[config.mk]
export PLATFORM = sky130hd
export DESIGN_NAME = cam_capture
export DESIGN_NICKNAME = d
export VERILOG_FILES = /design/src/rtl/cam_capture.sv
export SDC_FILE = /design/constraint.sdc
export NUM_CORES = 1
export LEC_CHECK = 0
export ABC_CLOCK_PERIOD_IN_PS = 1550
export BUFFER_PORTS_ARGS = -buffer_cell sky130_fd_sc_hd__buf_2
export CELL_PAD_IN_SITES_DETAIL_PLACEMENT = 0
export CELL_PAD_IN_SITES_GLOBAL_PLACEMENT = 1
export CORE_UTILIZATION = 37
export CTS_CLUSTER_SIZE = 24
export DETAILED_ROUTE_END_ITERATION = 6
export PLACE_DENSITY = 0.8
export SETUP_SLACK_MARGIN = 0.2
export SYNTH_ARGS = -nofsm -noshare
export SYNTH_HDL_FRONTEND = slang
export SYNTH_SLANG_ARGS = --single-unit
[constraint.sdc]
create_clock -name PCLK -period 1.55 [get_ports PCLK]
set_input_delay 0.31 -clock PCLK [delete_from_list [all_inputs] [get_ports PCLK]]
set_output_delay 0.31 -clock PCLK [all_outputs]
set_load 0.005 [all_outputs]
[src/rtl/cam_capture.sv]
// Camera capture stage: rebuilds RGB565 pixels from the sensor byte stream,
// tags them with X/Y, and reports frame/line strobes and geometry errors.
module cam_capture #(
    parameter int H_ACTIVE    = 640,
    parameter int V_ACTIVE    = 480,
    parameter int SKIP_FRAMES = 2
) (
    input  logic        PCLK,
    input  logic        reset,
    input  logic        enable,
    input  logic        VSYNC,
    input  logic        HREF,
    input  logic [7:0]  DATA,
    output logic        pix_valid,
    output logic [15:0] pix_data,
    output logic [9:0]  pix_x,
    output logic [8:0]  pix_y,
    output logic        frame_start,
    output logic        frame_done,
    output logic        line_end,
    output logic        err_line,
    output logic        err_frame,
    output logic [15:0] frame_cnt
);

    localparam int SKIP_W = (SKIP_FRAMES > 0) ? $clog2(SKIP_FRAMES + 1) : 1;
    localparam logic [SKIP_W-1:0] SKIP_INIT = SKIP_W'(SKIP_FRAMES);
    localparam logic [9:0] H_LIM = 10'(H_ACTIVE);
    localparam logic [8:0] V_LIM = 9'(V_ACTIVE);

    typedef enum logic [1:0] {SYNC, BLANK, FRAME} state_t;

    state_t            state;
    logic              vs_d;
    logic              href_d;
    logic [SKIP_W-1:0] skip_cnt;
    logic              capture;
    logic              phase;
    logic [7:0]        hi;
    logic [9:0]        x;
    logic [8:0]        y;

    logic       vs_rise;
    logic       vs_fall;
    logic       href_fall;
    logic [9:0] x_inc;
    logic [8:0] y_inc;
    logic [8:0] y_end;

    assign vs_rise   = VSYNC & ~vs_d;
    assign vs_fall   = ~VSYNC & vs_d;
    assign href_fall = ~HREF & href_d;
    assign x_inc     = (x == 10'h3FF) ? x : x + 10'd1;
    assign y_inc     = (y == 9'h1FF) ? y : y + 9'd1;
    // A line ending on the same edge as the frame counts toward the frame check.
    assign y_end     = href_fall ? y_inc : y;

    always_ff @(posedge PCLK) begin
        if (reset) begin
            state       <= SYNC;
            vs_d        <= 1'b0;
            href_d      <= 1'b0;
            skip_cnt    <= SKIP_INIT;
            capture     <= 1'b0;
            phase       <= 1'b0;
            hi          <= 8'd0;
            x           <= 10'd0;
            y           <= 9'd0;
            pix_valid   <= 1'b0;
            pix_data    <= 16'd0;
            pix_x       <= 10'd0;
            pix_y       <= 9'd0;
            frame_start <= 1'b0;
            frame_done  <= 1'b0;
            line_end    <= 1'b0;
            err_line    <= 1'b0;
            err_frame   <= 1'b0;
            frame_cnt   <= 16'd0;
        end else begin
            vs_d        <= VSYNC;
            href_d      <= HREF;
            pix_valid   <= 1'b0;
            frame_start <= 1'b0;
            frame_done  <= 1'b0;
            line_end    <= 1'b0;

            case (state)
                SYNC: begin
                    if (vs_rise) state <= BLANK;
                end

                BLANK: begin
                    if (vs_fall) begin
                        state <= FRAME;
                        x     <= 10'd0;
                        y     <= 9'd0;
                        phase <= 1'b0;
                        if (skip_cnt != '0) begin
                            skip_cnt <= skip_cnt - 1'b1;
                            capture  <= 1'b0;
                        end else begin
                            capture     <= enable;
                            frame_start <= enable;
                        end
                    end
                end

                FRAME: begin
                    if (HREF && VSYNC) begin
                        if (capture) err_frame <= 1'b1;
                    end else if (HREF) begin
                        if (!phase) begin
                            hi    <= DATA;
                            phase <= 1'b1;
                        end else begin
                            phase <= 1'b0;
                            x     <= x_inc;
                            if (x < H_LIM && y < V_LIM) begin
                                pix_valid <= capture;
                                if (capture) begin
                                    pix_data <= {hi, DATA};
                                    pix_x    <= x;
                                    pix_y    <= y;
                                end
                            end else if (capture) begin
                                if (x >= H_LIM) err_line  <= 1'b1;
                                if (y >= V_LIM) err_frame <= 1'b1;
                            end
                        end
                    end

                    if (href_fall) begin
                        line_end <= capture;
                        if (capture && (x != H_LIM || phase)) err_line <= 1'b1;
                        x     <= 10'd0;
                        phase <= 1'b0;
                        y     <= y_inc;
                    end

                    // NOTE: non-blocking assignments let the frame-end clear of y
                    // below override the line-end increment above on a shared edge.
                    if (vs_rise) begin
                        state      <= BLANK;
                        frame_done <= capture;
                        if (capture) begin
                            if (y_end != V_LIM) err_frame <= 1'b1;
                            frame_cnt <= frame_cnt + 16'd1;
                        end
                        y <= 9'd0;
                    end
                end

                default: state <= SYNC;
            endcase
        end
    end

endmodule

==> flow_summary.toml, run 1 <==
[run_status]
status = "finished with violations"
failed_checks = "setup timing"

[finish]
drive_gt1_share_pct = 59.2
nets = 670
diodes = 0
syn_to_final_growth_pct = 72.8

[detailed_routing]
vias = 4167
drc = 0
wl_per_cell_microns = 17.2
drt-initial-drc-count = 224
drt_first_pass_iters = 4
via_per_inst = 5.27
antenna_left = 0
wirelength_microns = 13600

[floorplanning]
dieHeight_microns = 106
die_width_microns = 106
start_util_pct = 38.4
io_pins = 70
die-area_sq_um = 11200
core_sq_um = 10400
num_rows = 37

[clock_network]
cts_root_buffer = "clkbuf_8"
cts.htree.levels = 3
cts_tree = "built"
clkLatencyLatePin_ps = 380
clock_sinks = 92
cts_buffers = 9
cts.reportedPaths.clkPinSlew_ps = 90
cts.path.max_buffers = 2

[yosys]
syn_area_sq_um = 4000
ys_ff_latch = 92
synth_cell_types = 55
synthArstFlopShare_pct = 0
netlist_instances = 481
ys.flop_type = "dfxtp_1"
netlist_top_cells_area = "dfxtp_1, nand2_1, a21oi_1"
synth_fp_nets = 500
ys_seq_area_share_pct = 46.0
synth_warnings = 0
avgSynthCellArea_sq_um = 8.32
yosysTopAreaCellShare_pct = 46.0
synth-edff-count = 0
yosys.area.top_type = "dfxtp_1"

[timing]
rsz0062_at_grt = "true"
fin_crit_sh_pct = 111
layout_setup_ws_ps = -164
worst_clock_skew_ps = 21.4
drv_slew = 0
finalCriticalPeriod_ps = 1710
hold_viol_final = 0
holdWs_ps = 193
finalSetupViolCount = 38
clock.fmax_mhz = 583
worst-slew-pin-transition_ps = 408
finalSetupTns_ps = -2220
max_slew_margin_pct = 72.7

[place]
place_hpwl_microns = 6880
dpl_worst_slack_ps = -100
io_buffers = 69
place_congestion = 0.866

[setup_path]
arrival_ps = 2000
cp_cell_sequence = "ha_4 > and3_4 > a41oi_4 > buf_6 > o2bb2ai_4 > buf_6 > nor2_4 > a311oi_2"
critPathMaxStageDelay_ps = 370
end_kind = "register"
cp.required_ps = 1840
path_delay_family = "compound AO/OA/AOI/OAI gates"
crit_buf_inv = 2
cp_slowest_cell = "dfxtp_2"
cp_common_cell = "buf_6"
crit_type = "reg -> reg"
critPathLaunchType = "register"
path_max_fanout = 3

[global_route]
grt_use_total_pct = 23.5
antenna_found_initial = 0
grt_first_pass_wirelength_microns = 20300
grt_pass1_vias = 4020
gr-total-overflow = 0
grt_max_degree = 42

[pwr]
peakVddDrop_mv = 0.427
leakage_nw = 2.71
p_per_area_nw_per_um2 = 611

[min_path]
worstHoldPathType = "in -> reg"

[run]
cap_violations = 0
report_power, final:
part	leakage, nW	switching [W]	internal (W)	total (W)
Sequential	0.754	0.0000117	0.00236	0.00237
Clock	0.0959	0.000855	0.000782	0.00164
Combinational	1.86	0.000124	0.0000940	0.000218
cells in the final DEF (no fill, tap or decap), types with 3 or more instances in the layout:
cell / count
buf_12: 10
dfxtp_1: 71
nor3_1: 5
buf_4: 57
nor2_1: 38
ha_1: 3
nand3_1: 9
nand3_2: 5
dfxtp_2: 14
nand2b_1: 4
a21oi_1: 17
dfxtp_4: 7
inv_1: 13
nand2_4: 33
ha_4: 3
buf_16: 13
o21ai_1: 5
xor2_1: 12
and3_1: 3
and4_4: 3
nor3_4: 4
mux2i_1: 8
a21oi_2: 42
nand2_1: 38
nor2_4: 8
nand4_1: 7
xnor2_2: 5
nand2_2: 21
buf_6: 35
buf_2: 69
o21ai_2: 7
clkbuf_8: 10
or3_1: 8
nor2_2: 4
worst register-to-register path, cell delays in order, from the launching register on:
cell and delay [ps]:
dfxtp_2 370, ha_4 140, and3_4 190, a41oi_4 150, buf_6 170, o2bb2ai_4 180, buf_6 150, nor2_4 40
a311oi_2 260
final cells by class:
cell class | instances | area, sq um
multi-input combinational | 350 | 2870
tap | 136 | 170
clock inverter | 3 | 47.5
sequential | 92 | 1890
inverter | 13 | 48.8
timing repair buffer | 185 | 1750
fill | 786 | 3500
clock buffer | 11 | 141
through the flow:
step                      utilization, %  area, sq um  cells  power [W]
final                               66.4         6910    790    0.00423
after global routing                66.4         6910    790    0.00437
after global placement              47.3         4930    715    0.00258
after detailed placement            47.3         4930    715    0.00258
after CTS                           60.9         6340    777    0.00422
after floorplan                        -         4080    481    0.00251
synthesized netlist by cell type (all sizes together), types with 6 or more instances:
cell type and n:
nand3 15, or3 8, ha 6, xnor2 6
nor2 50, buf 16, nand2b 6, nand2 92
nor3 11, inv 13, mux2i 10, nand4 7
o21ai 16, xor2 12, dfxtp 92, a21oi 60
clkbuf 11
flip-flops by register name, indices dropped and copies added (netlist names), 2 cells and up:
register / count
frame_cnt: 16
pix_data: 16
pix_x: 10
x: 10
pix_y: 9
y: 9
hi: 8
skip_cnt: 2
state: 2
path summary, 6_finish.rpt:
kind                  from        to  slack (ps)  depth (start not counted)
setup / recovery      x[0]      x[8]        -160                          8
hold / removal     DATA[5]     hi[5]         190                          3
setup reg to reg      x[0]      x[8]        -160                          8
hold reg to reg   pix_x[2]  pix_x[2]         460                          2
routing by layer:
metal / track usage (%) / part of all wire (%)
met4: 11.2 / 3.7
met3: 5.09 / 4.6
met2: 39.0 / 50
met5: 0 / 0
met1: 29.0 / 42
cell families after synthesis:
| logic type | count (synthesis) | synth area share, % |
|---|---|---|
| fa+ha+maj | 6 | 1.88 |
| mux | 11 | 2.78 |
| compound gates | 95 | 14.5 |
| xor+xnor | 18 | 3.94 |
| buf+inv | 40 | 4.44 |
| flops | 92 | 46.0 |
| simple gates | 219 | 26.4 |
timing repair:
item / in CTS / in global routing
setup endpoints to repair: 83 / 85
hold buffers: 0 / 0
pin swaps: 72 / 74
resized for setup: 177 / 110
buffers inserted: 34 / 12
gates cloned: 14 / 1
No activity file was read; power rests on OpenSTA's default activity.
==> inputs of run 2 (changes only) <==
Settings changed: ABC_AREA set to 1, CORE_UTILIZATION 37 to 36.
==> flow_summary.toml, run 2 <==
[timing]
clock.fmax_mhz = 621
finalSetupViolCount = 16
worst_clock_skew_ps = 11.5
layout_setup_ws_ps = -60.0
finalCriticalPeriod_ps = 1610
max_slew_margin_pct = 75.8
hold_viol_final = 0
rsz0062_at_grt = "true"
drv_slew = 0
fin_crit_sh_pct = 104
worst-slew-pin-transition_ps = 360
holdWs_ps = 212

[min_path]
worstHoldPathType = "in -> reg"

[setup_path]
cp.required_ps = 1830
cp_cell_sequence = "inv_2 > nor2_4 > buf_6 > nand2_2 > nand3_4 > nand3_4 > nor2_4 > buf_6 > nand2_4 > o21ai_2 > inv_1 > nor2_2"
critPathLaunchType = "register"
arrival_ps = 1890
cp_slowest_cell = "dfxtp_2"
crit_type = "reg -> reg"
critPathMaxStageDelay_ps = 350
end_kind = "register"
path_max_fanout = 5

[yosys]
ys_seq_area_share_pct = 45.0
netlist_instances = 559
syn_area_sq_um = 4090
synth_fp_nets = 578
yosysMostFrequentCell = "nor2_1"
synthArstFlopShare_pct = 0
netlist_top_cells_area = "dfxtp_1, nor2_1, nand2_1"
yosys.area.top_type = "dfxtp_1"
ys.flop_type = "dfxtp_1"
avgSynthCellArea_sq_um = 7.32
yosysTopAreaCellShare_pct = 45.0
ys_ff_latch = 92
synth-edff-count = 0
synth_warnings = 0
yosys-top-cells-count = "nor2_1, dfxtp_1, nand2_1, inv_1, o21ai_0"
synth_cell_types = 33

[global_route]
antenna_found_initial = 0
grt_max_degree = 40
gr-total-overflow = 0
grt_first_pass_wirelength_microns = 18000
grt_use_total_pct = 19.6
grt_pass1_vias = 3915

[detailed_routing]
drt_first_pass_iters = 4
wl_met2_microns = 5490
route.met3.wl_microns = 450
vias = 4197
wirelength_microns = 11500
drt-initial-drc-count = 270
via_per_inst = 4.84
maxUsedRoutingLayer = "met4"
wl_per_cell_microns = 13.3
drt-met1-wl_microns = 5340
drc = 0
antenna_left = 0

[clock_network]
cts_root_buffer = "clkbuf_16"
cts.path.max_buffers = 2
clock_sinks = 92
cts_tree = "built"
clkLatencyLatePin_ps = 350
cts.reportedPaths.clkPinSlew_ps = 70
cts.htree.levels = 3
cts_hold_buf = 0
cts_buffers = 9

[finish]
final_common_cell = "nor2_1"
syn_to_final_growth_pct = 57.4
diodes = 0
final_cell_mix = "nor2_1, nand2_1, dfxtp_1, buf_2, buf_4"
seq_area_sq_um = 1880
reg_top3 = "frame_cnt x16, pix_data x16"
nets = 741
drive_gt1_share_pct = 50.5
utilization_pct = 58.9
multi_input_area_sq_um = 2560
fillers = 981

[pwr]
p_per_area_nw_per_um2 = 806
leakage_nw = 2.70
peakVddDrop_mv = 0.444

[floorplanning]
dieHeight_microns = 109
core_sq_um = 10900
die-area_sq_um = 11800
io_pins = 70
start_util_pct = 37.4
die_width_microns = 109
num_rows = 38

[run]
cap_violations = 0

[place]
place_congestion = 0.849
place_hpwl_microns = 7670
io_buffers = 69

[run_status]
status = "finished with violations"
failed_checks = "setup timing"
## run 2: per-layer routing
layer,vias up,GRT usage [%]
li1,2154,-
met1,1935,24.4
met2,87,32.5
met3,21,3.62
met4,0,9.46
met5,-,0
## run 2: cells by family after synthesis
logic type	after synthesis	synth area share, %
adder cells (fa/ha/maj)	6	1.83
AND/OR/NAND/NOR	268	28.9
buffers and inverters	75	7.89
flip-flops	92	45.0
XOR/XNOR	4	0.856
AO/OA/AOI/OAI	114	15.5
## run 2: worst paths after layout
check	cells past startpoint	endpoint	startpoint	slack, ps
worst min register to register	1	skip_cnt[0]	skip_cnt[0]	460
worst max register to register	12	x[6]	state[1]	-60
worst min-delay path	3	hi[4]	DATA[4]	210
worst max-delay path	12	x[6]	state[1]	-60
## run 2: layout make-up
class                   instances  share of cell area, %
clock inverters                 6                   1.46
flip-flops and latches         92                   29.2
repair buffers                167                   19.5
multi-input cells             394                   39.8
clock buffers                  10                   3.71
well taps                     140                   2.72
inverters                      58                   3.69
## run 2: critical path: cells and delay by family (launching register included)
| family | cells | cell delay, ps |
|---|---|---|
| AO/OA/AOI/OAI | 1 | 110 |
| AND/OR/NAND/NOR | 7 | 700 |
| buffers and inverters | 4 | 380 |
| flip-flops | 1 | 350 |
## run 2: timing repair
item,in CTS,in global routing
pin swaps,30,30
setup endpoints to repair,69,79
setup buffers,18,13
cloned,2,2
endpoints found under the hold margin,0,0
resized for setup,109,92
## run 2: power by group
group	internal (W)	total, W	switching [W]
Sequential	0.00238	0.00239	0.0000159
Clock	0.00147	0.00244	0.000967
Combinational	0.000151	0.000362	0.000211
## run 2: stage by stage
stage / setup TNS (ps) / setup WS (ps) / cells / total power (W) / instance area [sq um]
floorplan: 0 / 56.3 / 559 / 0.00260 / 4230
global placement: -392 / -95.0 / 816 / 0.00272 / 5140
detailed placement: -1080 / -124 / 816 / 0.00272 / 5140
CTS: 0 / 14.4 / 852 / 0.00521 / 6020
global route: -4230 / -155 / 867 / 0.00537 / 6440
finish: -449 / -60.0 / 867 / 0.00519 / 6440
